--- src/rtl/bin_to_digits.sv ---
// Sequential binary-to-BCD converter (double-dabble, one bit per clock) feeding the seven-segment scan controller.
// Optional macro LEADING_ZERO_BLANK_EN switches the output to raw active-low segments with leading-zero blanking.
module bin_to_digits #(
  parameter int unsigned C_NUM_DIGITS = 4,
  parameter int unsigned C_BIN_WIDTH  = 14
) (
  input  logic                      clk,
  input  logic                      rst,
  input  logic                      in_valid,
  output logic                      in_ready,
  input  logic [C_BIN_WIDTH-1:0]    bin_in,
  input  logic [C_NUM_DIGITS-1:0]   dp_mask,
  output logic [C_NUM_DIGITS*8-1:0] digits,
  output logic                      mode,
  output logic                      done,
  output logic                      overflow
);

  localparam int unsigned BCD_W = 4 * C_NUM_DIGITS;
  localparam int unsigned DIG_W = 8 * C_NUM_DIGITS;
  localparam int unsigned CNT_W = $clog2(C_BIN_WIDTH + 1);
  localparam int unsigned CMP_W = 64;

  function automatic logic [63:0] pow10(input int unsigned n);
    logic [63:0] p;
    p = 64'd1;
    for (int unsigned k = 0; k < n; k++) begin
      p = p * 64'd10;
    end
    return p;
  endfunction

  localparam logic [CMP_W-1:0] LIMIT = pow10(C_NUM_DIGITS);

  typedef enum logic [1:0] {
    IDLE  = 2'd0,
    SHIFT = 2'd1,
    LOAD  = 2'd2
  } state_t;

  state_t                    state;
  state_t                    state_nxt;
  logic [C_BIN_WIDTH-1:0]    shreg;
  logic [C_NUM_DIGITS-1:0]   mask_q;
  logic                      ovf_q;
  logic [BCD_W-1:0]          bcd;
  logic [BCD_W-1:0]          bcd_adj;
  logic [CNT_W-1:0]          cnt;
  logic                      accept;
  logic                      ovf_in;
  logic [DIG_W-1:0]          digits_nxt;
  logic [3:0]                nib;

  assign accept = in_valid && in_ready && (state == IDLE);
  assign ovf_in = (CMP_W'(bin_in) >= LIMIT);

  // State register
  always_ff @(posedge clk) begin
    if (rst) begin
      state <= IDLE;
    end else begin
      state <= state_nxt;
    end
  end

  // Next-state logic
  always_comb begin
    state_nxt = state;
    case (state)
      IDLE:    if (accept) state_nxt = SHIFT;
      SHIFT:   if (cnt == CNT_W'(1)) state_nxt = LOAD;
      LOAD:    state_nxt = IDLE;
      default: state_nxt = IDLE;
    endcase
  end

  // Double-dabble correction: nibbles >= 5 get +3 before the shift
  always_comb begin
    bcd_adj = bcd;
    for (int unsigned i = 0; i < C_NUM_DIGITS; i++) begin
      if (bcd[4*i +: 4] >= 4'd5) begin
        bcd_adj[4*i +: 4] = bcd[4*i +: 4] + 4'd3;
      end
    end
  end

`ifdef LEADING_ZERO_BLANK_EN
  function automatic logic [6:0] seg7(input logic [3:0] d);
    logic [6:0] s;
    case (d)
      4'd0:    s = 7'b1000000;
      4'd1:    s = 7'b1111001;
      4'd2:    s = 7'b0100100;
      4'd3:    s = 7'b0110000;
      4'd4:    s = 7'b0011001;
      4'd5:    s = 7'b0010010;
      4'd6:    s = 7'b0000010;
      4'd7:    s = 7'b1111000;
      4'd8:    s = 7'b0000000;
      4'd9:    s = 7'b0010000;
      default: s = 7'b1111111;
    endcase
    return s;
  endfunction

  logic       seen_nz;
  logic [6:0] seg;

  // Segment encode, walking from the most significant digit so leading zeros blank.
  // On overflow every nibble is 9, so no digit is ever blanked.
  always_comb begin
    digits_nxt = '0;
    seen_nz    = 1'b0;
    nib        = 4'h0;
    seg        = 7'h7F;
    for (int i = int'(C_NUM_DIGITS) - 1; i >= 0; i--) begin
      nib     = ovf_q ? 4'h9 : bcd[4*i +: 4];
      seen_nz = seen_nz | (nib != 4'h0);
      if (!seen_nz && (i != 0)) begin
        seg = 7'h7F;
      end else begin
        seg = seg7(nib);
      end
      digits_nxt[8*i +: 8] = {~mask_q[i], seg};
    end
  end

  always_ff @(posedge clk) begin
    if (rst) begin
      mode <= 1'b0;
    end else if (state == LOAD) begin
      mode <= 1'b1;
    end
  end
`else
  // Nibble mode: byte = {~dp, 3'b000, bcd}
  always_comb begin
    digits_nxt = '0;
    nib        = 4'h0;
    for (int unsigned i = 0; i < C_NUM_DIGITS; i++) begin
      nib                  = ovf_q ? 4'h9 : bcd[4*i +: 4];
      digits_nxt[8*i +: 8] = {~mask_q[i], 3'b000, nib};
    end
  end

  assign mode = 1'b0;
`endif

  // Datapath and registered outputs
  always_ff @(posedge clk) begin
    if (rst) begin
      in_ready <= 1'b1;
      done     <= 1'b0;
      overflow <= 1'b0;
      digits   <= {C_NUM_DIGITS{8'h80}};
      shreg    <= '0;
      mask_q   <= '0;
      ovf_q    <= 1'b0;
      bcd      <= '0;
      cnt      <= '0;
    end else begin
      done     <= 1'b0;
      in_ready <= (state_nxt == IDLE);
      case (state)
        IDLE: begin
          if (accept) begin
            shreg  <= bin_in;
            mask_q <= dp_mask;
            ovf_q  <= ovf_in;
            bcd    <= '0;
            cnt    <= CNT_W'(C_BIN_WIDTH);
          end
        end
        SHIFT: begin
          {bcd, shreg} <= {bcd_adj[BCD_W-2:0], shreg, 1'b0};
          cnt          <= cnt - CNT_W'(1);
        end
        LOAD: begin
          digits   <= digits_nxt;
          overflow <= ovf_q;
          done     <= 1'b1;
        end
        default: ;
      endcase
    end
  end

endmodule

--- config.mk ---
export PLATFORM = sky130hd
export DESIGN_NAME = bin_to_digits
export DESIGN_NICKNAME = d
export VERILOG_FILES = /design/src/rtl/bin_to_digits.sv
export SDC_FILE = /design/constraint.sdc
export NUM_CORES = 1
export LEC_CHECK = 0
export ABC_AREA = 1
export CAP_MARGIN = 20
export CORE_UTILIZATION = 46
export CTS_CLUSTER_DIAMETER = 120
export CTS_CLUSTER_SIZE = 10
export DETAILED_ROUTE_END_ITERATION = 6
export GPL_TIMING_DRIVEN = 1
export PLACE_DENSITY = 0.75
export SETUP_SLACK_MARGIN = 0.1
export SLEW_MARGIN = 20
export SYNTH_ARGS = -nofsm -noshare
export SYNTH_HDL_FRONTEND = slang
export SYNTH_SLANG_ARGS = --single-unit
--- constraint.sdc ---
create_clock -name clk -period 1.2 [get_ports clk]
set_input_delay 0.12 -clock clk [delete_from_list [all_inputs] [get_ports clk]]
set_output_delay 0.12 -clock clk [all_outputs]
set_load 0.02 [all_outputs]
Word level (Yosys, flattened, before mapping)
Cells that the tools add are included.
- add/sub/neg operators: 5
- multipliers: 0
- divide/modulo/power cells: 0
- magnitude comparators: 5
- equality and inequality tests: 4
- shifts and indexed selects: 0
- muxes and demuxes: 18
- bitwise operators: 4
- reductions and logical operators: 7
- operators by type and width (kind ; number):
    $mux W4 ; 8
    $pmux W16 S2 ; 1
    $pmux W14 S2 ; 1
    $ge A4 B3 Y1 const B ; 4
    $mux W16 ; 1
    $ge A14 B14 Y1 const B ; 1
    $mux W14 ; 1
    $add A4 B2 Y4 const B ; 3
    $pmux W4 S2 ; 1
    $eq A4 B1 Y1 const B ; 1
    $logic_not A2 Y1 ; 2
    $mux W2 ; 2
    $not A1 Y1 ; 4
    $pmux W2 S2 ; 1
    $reduce_and A2 Y1 ; 2
    $sub A4 B1 Y4 const B ; 1
    $add A3 B2 Y3 const B ; 1
    $mux W3 ; 1
    $eq A2 B1 Y1 const B ; 1
    $eq A2 B2 Y1 const B ; 1
    $logic_and A1 B1 Y1 ; 2
    $ne A2 B2 Y1 const B ; 1
    $reduce_bool A2 Y1 ; 1
    $mux W1 ; 1
- flip-flop bits (word level): 64
- bits in latches: 0
- memory bits (writable): 0
- memory bits (read-only): 0
- memories: 0

Depth between registers and ports, before layout
- word-level depth: 5
- mapped depth: 9
- gate-level depth less buffers: 9

Least setup slack after synthesis
OpenSTA, ideal clock, no wires.
- kind: register to register
- start: reg in_ready
- end: reg shreg[8]
- setup time: 70 ps
- arrival time: 1115 ps
- path slack: 14 ps
- cell stages (with the launch flop): 8
- buffers on the path: 1
- period minus slack after synthesis: 1186 ps
- cells stage by stage: dfxtp_1 > nand2_1 > inv_1 > nand2_4 > inv_4 > buf_2 > a21boi_0 > a21oi_1
- longest elaborated chain between the ends: 4
- ends and longest elaborated chain (item ; line ; RTL):
    from (decl) ; 10 ; output logic in_ready,
    from (signal assigned) ; 163 ; in_ready <= (state_nxt == IDLE);
    $logic_and A1 B1 Y1 (2 in series) ; 54 ; assign accept = in_valid && in_ready && (state == IDLE);
    $ne A2 B2 Y1 (no source line) ; -- ;
    $reduce_and A2 Y1 (no source line) ; -- ;
    to (signal assigned) ; 167 ; shreg <= bin_in;
    to (signal assigned) ; 175 ; {bcd, shreg} <= {bcd_adj[BCD_W-2:0], shreg, 1'b0};
    to (decl) ; 43 ; logic [C_BIN_WIDTH-1:0] shreg;
No other way between the ends.
A chain may end at the register's enable or synchronous reset.

Worst setup path after layout
- start: reg state[0]
- end: reg mask_q[2]
- longest elaborated chain between the ends: 3
- ends and longest elaborated chain (item ; line ; RTL):
    from (decl) ; 41 ; state_t state;
    from (signal assigned) ; 62 ; state <= state_nxt;
    $logic_not A2 Y1 (*) ; 54, 164 ;
    $logic_and A1 B1 Y1 ; 54 ;
    $reduce_and A2 Y1 (no source line) (*) ; -- ;
    to (signal assigned) ; 168 ; mask_q <= dp_mask;
    to (decl) ; 44 ; logic [C_NUM_DIGITS-1:0] mask_q;
Mark *: on every way between the ends. The rest lies on a longest branch, timed or not.

==> key figures <==
Logic synthesis
  • Post-synthesis register bit count: 64
  • Ys Warns: 0
  • Ys flop type: dfxtp_1
  • Synth top area share: 43.6%
  • Sequential share of the synthesized area: 43.6%
  • Yosys cell types: 25
  • Top cells by area, synth: dfxtp_1, nand2_1, a21oi_1, nor2_1, ha_1
  • Post-synthesis cell area: 2940 sq um
  • Average size of a mapped cell: 7.44 sq um
  • Post-synth ARST share: 0%
  • Post-synth EDFFs: 0
  • Synth top cells by count: nand2_1, dfxtp_1, a21oi_1
  • Area leader, netlist: dfxtp_1
  • Mapped Cells: 395
  • Most common cell in the netlist: nand2_1

Finish
  • Layout net count: 497
  • Multi-input gate area: 1540 sq um
  • Layout cells sized above 1: 27.8%
  • Area Growth Syn to Fin: 35.4%
  • Storage element area: 1300 sq um
  • Fill cell count: 499
  • ANT cells: 0

STA
  • Fin. max-slew vios: 0
  • RSZ-0062 raised after global routing: true
  • Final Hold Fails: 0
  • Crit path time final: 1230 ps
  • Max Fclk: 815 MHz
  • Final setup fails: 2
  • Fin Clk Skew: 6.90 ps
  • Final worst path period share: 102%
  • Min Hold Slack: 91.7 ps
  • PnR worst setup slack: -27.6 ps

Global route
  • Global route overflow: 0
  • Vias in the first global route: 2540
  • Tot GR Track Use: 22.4%
  • Pin count of the biggest net entering global routing: 50
  • Initial antenna violation count: 0
  • First-pass GRT wire length: 11400 um

Power
  • PwrDens: 1210 nW/um^2
  • Max VDD drop: 0.666 mV
  • Tot Pwr: 0.00483 W
  • Lkg Pwr: 1.66 nW

Floorplanning
  • Io pins: 57
  • Die height: 82.0 um
  • Cell Rows: 28
  • Core area: 6030 sq um
  • Die area: 6720 sq um
  • Initial Util: 48.8%
  • Die width: 82.0 um

Place
  • Post-DP HPWL: 4250 um
  • GPL Wtd Cong: 0.793
  • Port Buffer Count: 43

Clock network
  • Sink Count: 64
  • CTS tree: done
  • CTS root buf: clkbuf_8
  • Htree depth: 3
  • Clock slew at reported path FFs: 70 ps
  • Later-pin clock latency in the skew report: 340 ps
  • TritonCTS Buffers: 9
  • Clock Path Buffers: 2

Worst setup path
  • Crit path max fanout: 6
  • R2r endpoint: mask_q[2]
  • Critical path class: flip-flop to flip-flop
  • Reg-to-Reg Start: state[0]
  • Worst reg-to-reg path cell count: 5
  • CP endpoint kind: flip-flop
  • Worst path required time: 1420 ps
  • Critical path arrival: 1440 ps
  • Worst setup SP type: flip-flop
  • R2r setup slk: -30 ps

Drt
  • DRT Wirelength: 7080 um
  • First-pass DRT Iterations: 4
  • # DRC: 0
  • Detail Route Antenna Nets: 0
  • Routed len/inst: 13.0 um
  • 1st-iter DRT viols: 200
  • Via Count: 2806
  • Vias/cell: 5.14

Min path
  • Worst hold stages: 3
  • Hold EP: digits[15]
  • Hold path start: rst
  • Hold WC Path Type: primary input to flip-flop

Outcome
  • Failing checks: setup timing
  • Status: finished, violations left

Flow run
  • Max_cap viols: 0
-- flip-flops by register name, indices dropped and copies added (netlist names) --
register and cells:
bcd 16, cnt 4, digits 20, done 1
in_ready 1, mask_q 4, overflow 1, ovf_q 1
shreg 14, state 2
-- kinds of logic after synthesis --
group | after synthesis | synth area share, %
other | 1 | 0.128
DFF | 64 | 43.6
adders and majority gates | 10 | 4.26
buffers and inverters | 60 | 10.8
and+or+nand+nor | 170 | 24.6
AOI/OAI and AO/OA | 90 | 16.7
-- where the power goes --
part	switching [W]	internal, W
Sequential	0.0000647	0.00222
Combinational	0.000465	0.000321
Clock	0.000810	0.000951
-- worst max-delay path by stage --
stage | from | end | slack, ps
2_1_floorplan | in_ready | bcd[10] | 80
3_5_place_dp | in_valid | shreg[10] | -170
5_1_grt | state[0] | mask_q[2] | -120
6_report | state[0] | mask_q[2] | -30
3_3_place_gp | in_valid | bcd[3] | -100
4_1_cts | state[0] | shreg[12] | 10
-- final cells by class --
| type | instances | area share (%) |
|---|---|---|
| Multi-Input combinational cell | 283 | 38.7 |
| Tap cell | 75 | 2.36 |
| Clock inverter | 4 | 1.13 |
| Timing Repair inverter | 1 | 0.283 |
| Inverter | 31 | 3.55 |
| Sequential cell | 64 | 32.7 |
| Clock buffer | 12 | 3.39 |
| Timing Repair Buffer | 76 | 17.8 |
-- through the flow --
stage / TNS, ps / cells / util [%] / setup WS [ps] / area, sq um
after floorplan: 0 / 407 / - / 78.9 / 3020
after global placement: -2870 / 515 / 58.6 / -95.2 / 3530
after detailed placement: -5290 / 515 / 58.6 / -172 / 3530
after CTS: 0 / 538 / 64.1 / 14.3 / 3860
after global routing: -882 / 546 / 66.1 / -123 / 3980
final: -29.6 / 546 / 66.1 / -27.6 / 3980
-- per-layer routing --
layer	up-vias	global-route usage, %	part of all wire [%]
met3	13	4.44	5.5
li1	1411	-	-
met5	-	0	0
met4	0	11.4	1.9
met1	1300	26.6	44
met2	82	38.1	49
-- cell usage in the layout (no fill, tap or decap), types with 8 or more instances in the layout --
cell and instances:
conb_1 13, clkbuf_2 14, nand3_1 11, a21oi_1 51
inv_1 13, clkbuf_8 9, clkdlybuf4s50_1 19, buf_4 23
dfxtp_1 54, o21ai_0 17, inv_2 13, clkdlybuf4s15_2 8
nor2_1 35, nand2_1 89, nand2_2 9, nand4_1 8
-- critical path, stage by stage (launching register included) --
cell     delay, ps
dfxtp_4        360
nor2_2         160
nand2_4        130
buf_4          170
o21ai_0        200
nor2_1          90
-- timing repair --
item | CTS | global route
resized for setup | 80 | 53
setup buffers | 6 | 6
gates cloned | 1 | 2
setup endpoints to repair | 71 | 73
pin swaps | 7 | 13
hold buffers | 0 | 0
Power figures use the tool's default switching activity.
